File: src/rtl/game_flow_ctrl.sv
// Game sequencer for the Mario playfield: start/over pulses, lives and level timer.
// Screen code on game_state: 0 idle, 1 playing, 2 dying, 3 game over, 4 win.
module game_flow_ctrl #(
    parameter int LIVES_INIT     = 3,
    parameter int TIME_INIT      = 400,
    parameter int FRAMES_PER_SEC = 60,
    parameter int DEATH_FRAMES   = 120,
    parameter int END_FRAMES     = 180
) (
    input  logic       clk,
    input  logic       rst,
    input  logic       start_btn,
    input  logic       frame_tick,
    input  logic       mario_dead,
    input  logic       reach_goal,
    output logic       start,
    output logic       over,
    output logic [2:0] game_state,
    output logic [2:0] lives,
    output logic [9:0] time_left
);

    localparam logic [2:0] S_IDLE = 3'd0;
    localparam logic [2:0] S_PLAY = 3'd1;
    localparam logic [2:0] S_DIE  = 3'd2;
    localparam logic [2:0] S_GO   = 3'd3;
    localparam logic [2:0] S_WIN  = 3'd4;

    localparam logic [2:0] LIVES_RST  = 3'(LIVES_INIT);
    localparam logic [9:0] TIME_RST   = 10'(TIME_INIT);
    localparam logic [7:0] SEC_LAST   = 8'(FRAMES_PER_SEC - 1);
    localparam logic [7:0] DEATH_LAST = 8'(DEATH_FRAMES - 1);
    localparam logic [7:0] END_LAST   = 8'(END_FRAMES - 1);

    logic [2:0] state_q, state_d;
    logic [2:0] lives_q, lives_d;
    logic [9:0] time_q, time_d;
    logic [7:0] sec_q, sec_d;
    logic [7:0] wait_q, wait_d;
    logic       start_q, start_d;
    logic       over_q, over_d;

    always_comb begin
        state_d = state_q;
        lives_d = lives_q;
        time_d  = time_q;
        sec_d   = sec_q;
        wait_d  = wait_q;
        start_d = 1'b0;
        over_d  = 1'b0;
        case (state_q)
            S_IDLE: begin
                if (start_btn) begin
                    state_d = S_PLAY;
                    start_d = 1'b1;
                    time_d  = TIME_RST;
                    sec_d   = '0;
                    wait_d  = '0;
                end
            end
            S_PLAY: begin
                if (reach_goal) begin
                    state_d = S_WIN;
                    over_d  = 1'b1;
                    sec_d   = '0;
                    wait_d  = '0;
                end else if (mario_dead || time_q == '0) begin
                    state_d = S_DIE;
                    over_d  = 1'b1;
                    lives_d = (lives_q == '0) ? '0 : lives_q - 3'd1;
                    sec_d   = '0;
                    wait_d  = '0;
                end else if (frame_tick) begin
                    // time_q is nonzero here, so the decrement cannot wrap
                    if (sec_q == SEC_LAST) begin
                        sec_d  = '0;
                        time_d = time_q - 10'd1;
                    end else begin
                        sec_d = sec_q + 8'd1;
                    end
                end
            end
            S_DIE: begin
                if (frame_tick) begin
                    if (wait_q == DEATH_LAST) begin
                        wait_d = '0;
                        sec_d  = '0;
                        if (lives_q == '0) begin
                            state_d = S_GO;
                        end else begin
                            state_d = S_PLAY;
                            start_d = 1'b1;
                            time_d  = TIME_RST;
                        end
                    end else begin
                        wait_d = wait_q + 8'd1;
                    end
                end
            end
            S_GO, S_WIN: begin
                if (frame_tick) begin
                    if (wait_q == END_LAST) begin
                        state_d = S_IDLE;
                        lives_d = LIVES_RST;
                        time_d  = TIME_RST;
                        wait_d  = '0;
                        sec_d   = '0;
                    end else begin
                        wait_d = wait_q + 8'd1;
                    end
                end
            end
            default: begin
                state_d = S_IDLE;
                lives_d = LIVES_RST;
                time_d  = TIME_RST;
                sec_d   = '0;
                wait_d  = '0;
            end
        endcase
    end

    always_ff @(posedge clk) begin
        if (rst) begin
            state_q <= S_IDLE;
            lives_q <= LIVES_RST;
            time_q  <= TIME_RST;
            sec_q   <= '0;
            wait_q  <= '0;
            start_q <= 1'b0;
            over_q  <= 1'b0;
        end else begin
            state_q <= state_d;
            lives_q <= lives_d;
            time_q  <= time_d;
            sec_q   <= sec_d;
            wait_q  <= wait_d;
            start_q <= start_d;
            over_q  <= over_d;
        end
    end

    assign start      = start_q;
    assign over       = over_q;
    assign game_state = state_q;
    assign lives      = lives_q;
    assign time_left  = time_q;

endmodule

File: config.mk
export PLATFORM = sky130hd
export DESIGN_NAME = game_flow_ctrl
export DESIGN_NICKNAME = d
export VERILOG_FILES = /design/src/rtl/game_flow_ctrl.sv
export SDC_FILE = /design/constraint.sdc
export NUM_CORES = 1
export LEC_CHECK = 0
export CORE_MARGIN = 2
export CORE_UTILIZATION = 45
export DETAILED_ROUTE_END_ITERATION = 10
export PLACE_DENSITY = 0.72
export SLEW_MARGIN = 20
export SYNTH_ARGS = -nofsm -noshare
export SYNTH_HDL_FRONTEND = slang
export SYNTH_SLANG_ARGS = --single-unit
File: constraint.sdc
create_clock -name clk -period 2.6 [get_ports clk]
set_clock_uncertainty 0.05 [all_clocks]
set_input_delay 0.52 -clock clk [delete_from_list [all_inputs] [get_ports clk]]
set_output_delay 0.52 -clock clk [all_outputs]
set_load 0.03 [all_outputs]
Yosys cells after proc, flatten, opt, wreduce, memory -nomap -nowiden:

Cells that the tools add are included.
W data, S select, Z words.

* flip-flop bits (word level): 34
* output and inout port bits: 18
* logic and storage cells: 95
* bits of input ports: 6

* muxes and demuxes: 50
* reduce and logical (&&, ||, !) cells: 12
* bitwise gates (word level): 2
* $add $sub $neg: 4
* equal/unequal tests: 20

Operator list (number)
* $mux W8: 15
* $mux W10: 10
* $pmux W8 S4: 2
* $pmux W10 S4: 1
* $mux W3: 12
* $ne A2 B2 Y1 const B: 11
* $add A8 B1 Y8 const B: 2
* $pmux W3 S4: 1
* $reduce_and A6 Y1: 2
* $logic_not A10 Y1: 1
* $reduce_and A10 Y1: 1
* $sub A10 B1 Y10 const B: 1
* $pmux W3 S3: 1
* $eq A8 B6 Y1 const B: 1
* $eq A8 B7 Y1 const B: 1
* $eq A8 B8 Y1 const B: 1
* $eq A3 B2 Y1 const B: 2
* $logic_not A3 Y1: 2
* $mux W1: 6
* $reduce_or A2 Y1: 3
* $reduce_and A5 Y1: 1
* $ne A4 B4 Y1 const B: 1
* $reduce_and A4 Y1: 1
* $eq A3 B1 Y1 const B: 1
* other kinds (7): 8

Depth between registers and ports, before layout:

* word-level depth: 6
* gate-level depth with buffers: 9
* mapped depth without buffers: 7

Least setup slack after synthesis:

Ideal clock, no wire load.

* path kind: reg-to-reg
* start: register time_q[0] (netlist: time_left[0])
* end: register state_q[0] (netlist: game_state[0])
* path buffers: 1
* path slack: 105 ps
* data required time: 2480 ps
* library setup time: 70 ps
* cell stages (with the launch flop): 9
* arrival: 2375 ps
* clock period less this slack: 2495 ps
* cell sequence: dfxtp_1 > inv_1 > ha_1 > or4b_4 > or3_1 > buf_2 > a21o_1 > or4_1 > a21oi_1

* longest elaborated chain between the ends: 4

RTL lines
* from (decl): line 37 `logic [9:0] time_q, time_d;`
* from (signal assigned): line 135 `time_q <= time_d;`
* $logic_not A10 Y1: line 67 `end else if (mario_dead || time_q == '0) begin`
* $logic_or A1 B1 Y1: line 67
* $ne A3 B3 Y1 (no source line)
* $reduce_and A6 Y1 (no source line)
* to (signal assigned): line 133 `state_q <= state_d;`
* to (decl): line 35 `logic [2:0] state_q, state_d;`

No other way between the ends.
A chain may end at the register's enable or synchronous reset.

Worst setup path after layout:

* start: register time_q[0] (netlist: time_left[0])
* end: register wait_q[7]

* longest elaborated chain between the ends: 4

RTL lines
* $logic_not A10 Y1: line 67
* $logic_or A1 B1 Y1: line 67
* $ne A3 B3 Y1 (no source line)
* $reduce_and A4 Y1 (no source line)
* to (signal assigned): line 137 `wait_q <= wait_d;`
* to (decl): line 39 `logic [7:0] wait_q, wait_d;`

No other way between the ends.

==> flow_summary.yaml <==
setup_path:
  crit_start: "time_left[0]$_SDFFE_PP0P_"
  slowest_stage: "or4b_4"
  end_kind: "register"
  reg2reg_from: "time_left[0]$_SDFFE_PP0P_"
  crit_required_ps: 2780
  worstPathArrival_ps: 2640
  timing.rr.end: "wait_q[7]$_SDFFE_PP0P_"
  r2r_cells: 8
  cp-start-kind: "register"
  critPathMaxStageDelay_ps: 480
  crit_fanout: 8
  worstPathCellList: "inv_1, ha_1, or4b_4, or3_4, a21o_1, buf_4, nor4b_1, a211o_1"
  r2r_setup_slack_ps: 140
  critPathKind: "register to register"
sta:
  hold_viol: 0
  whs_ps: 444.8
  drv_slew: 0
  worstMarginPinSlew_ps: 561.3
  fin_crit_sh: 0.9459
  relSlewSlack: 0.6258
  min_period_ps: 2459
  fmax_ghz: 0.4066
  setup_viol: 0
  setup_tns_ps: 0
synthesis:
  ys.warnings.count: 0
  synthArstFlopShare: 0
  syn_area_um2: 2038
  seq_area_frac_synth: 0.3339
  ys_seq_elements: 34
  yosysTopAreaCellShare: 0.3339
  synth_enable_flop_cells: 0
  netlist-cell-type-count: 52
  avgSynthCellArea_um2: 7.870
  synth_cells: 259
  synth_top_cell_by_area: "dfxtp_1"
  synth_ff_type: "dfxtp_1"
  synthTopCellsByArea: "dfxtp_1, nor2_1, a21oi_1"
  syn_nets: 269
detailed_routing:
  drcViolationCount: 0
  wl_per_cell_um: 14.77
  routed_wl_mm: 5.153
  vias_per_cell: 6.195
  drt_pass1_iterations: 4
  antenna_left: 0
  drtIter0Drc: 209
  vias: 2162
power:
  ir_drop_v: 0.0002258
  pwr_density_cell_nw_per_um2: 648.4
  pwr-share-seq: 0.364
  p_int_uw: 997.4
  clock_power_share: 0.227
  p_sw_frac: 0.3916
  p_sw_uw: 642.0
  combPwrFrac: 0.409
  p_leak_nw: 0.8959
clocking:
  cts_tree: "yes"
  cts_setup_buffers: 0
  clkLatencyLatePin_ps: 290
  holdBufCountCts: 0
  clock-sinks: 34
  cts_max_level: 2
  clk_pin_slew_worst_paths_ps: 70
  root_buffer: "clkbuf_8"
  clock_path_buffers: 2
  cts-buffers-inserted: 5
  ctsResizeCount: 0
floorplanning:
  die_area_um2: 5084
  die_x_um: 71.30
  io_pins: 24
  rows: 24
  core-area_um2: 4354
  fp.dieH_um: 71.30
  initial_core_util: 0.4681
placed_design:
  placed_cell_area_um2: 2436
  port-buffer-count: 23
  dp_hpwl_mm: 3.707
  place.gp.congestion: 0.9318
layout:
  layout-drive-gt1-share: 0.1246
  fin_nets: 307
  num-fill-cells: 397
  layout_commonest_cell: "dfxtp_1"
  regArea_um2: 680.7
  num_antenna_cells: 0
  mostFrequentLayoutCells: "dfxtp_1, nor2_1, clkdlybuf4s50_1"
  syn2layout_area_growth_pct: 24.06
  final_core_util: 0.5807
  finalInstanceArea_um2: 2529
  multi_input_area_um2: 1274
global_route:
  grt_pass1_wl_mm: 8.542
  grtUsageTotal: 0.2065
  antenna_found_initial: 0
  grt-ovfl-total: 0
  first_global_vias: 1888
  grt_max_degree: 17
hold_path:
  min_path_type: "register to register"
  min_to: "lives[2]$_SDFFE_PP0P_"
  whs_path_depth: 2
  worstHoldStart: "lives[2]$_SDFFE_PP0P_"
run:
  drv_cap: 0
outcome:
  status: "finished clean"
[synthesized netlist by cell type, types with 5 or more instances]
master and count:
nor2_1 25, nand3_1 11, o31ai_1 5, o21ai_1 8
clkbuf_1 10, a21oi_1 15, and3_1 7, o21ai_0 5
inv_1 14, a31oi_1 5, o211ai_1 5, nand2_1 20
dfxtp_1 34, nor3_1 14, nor4_1 7
[metrics by stage]
step,std cells,power (mW),worst slack [ps]
floorplan,259,1.025,104.9
global placement,342,1.248,129.7
detailed placement,342,1.254,60.40
CTS,349,1.628,112.6
global route,349,1.735,-4.323
finish,349,1.639,140.7
[power by group through the flow]
stage                     logic [mW]  registers, mW  clock network [mW]
final                          0.670          0.597               0.372
after global routing           0.725          0.603               0.407
after CTS                      0.649          0.597               0.382
after detailed placement       0.645          0.609                   0
after global placement         0.640          0.608                   0
after floorplan                0.394          0.631                   0
[layer usage]
metal,routed length (µm),global-route usage,share of wire,vias up
li1,-,-,-,1069
met1,2492,0.2831,0.48,1019
met2,2307,0.3200,0.45,66
met3,272,0.04219,0.053,8
met4,80,0.07966,0.016,0
met5,0,0,0,-
[worst max-delay path by stage]
stage                                      end  slack, ps  cells after the start
finish                  wait_q[7]$_SDFFE_PP0P_        140                      8
CTS                  time_left[7]$_SDFFE_PP1P_        110                      6
floorplan           game_state[0]$_SDFFE_PP0P_        100                      8
global route            wait_q[7]$_SDFFE_PP0P_         -4                      8
detailed placement   time_left[7]$_SDFFE_PP1P_         60                      6
global placement     time_left[0]$_SDFFE_PP0P_        130                      6
[registers in the layout, indices dropped and copies added (netlist names)]
signal,count
sec_q,8
time_left,10
game_state,3
over,1
lives,3
start,1
wait_q,8
[final cells by class]
cell class,count,area share
multi-input cells,199,0.5037
repair buffers,43,0.1504
clock buffers,7,0.03018
flip-flops and latches,34,0.2692
inverters,14,0.02078
well taps,52,0.02573
[kinds of logic after synthesis]
kind of cell             share of synthesized area
buffers and inverters                      0.04911
adder cells (fa/ha/maj)                    0.02456
flip-flops                                  0.3339
AO/OA/AOI/OAI                               0.2744
AND/OR/NAND/NOR                             0.3125
multiplexers                              0.005524
[critical path: cells and delay by family, from the launching register on]
kind	cells	cell delay, ps
adders and majority gates	1	150
DFF	1	340
and+or+nand+nor	3	1180
buffers and inverters	2	310
AOI/OAI and AO/OA	2	380
(Power assumes the default switching activity.)
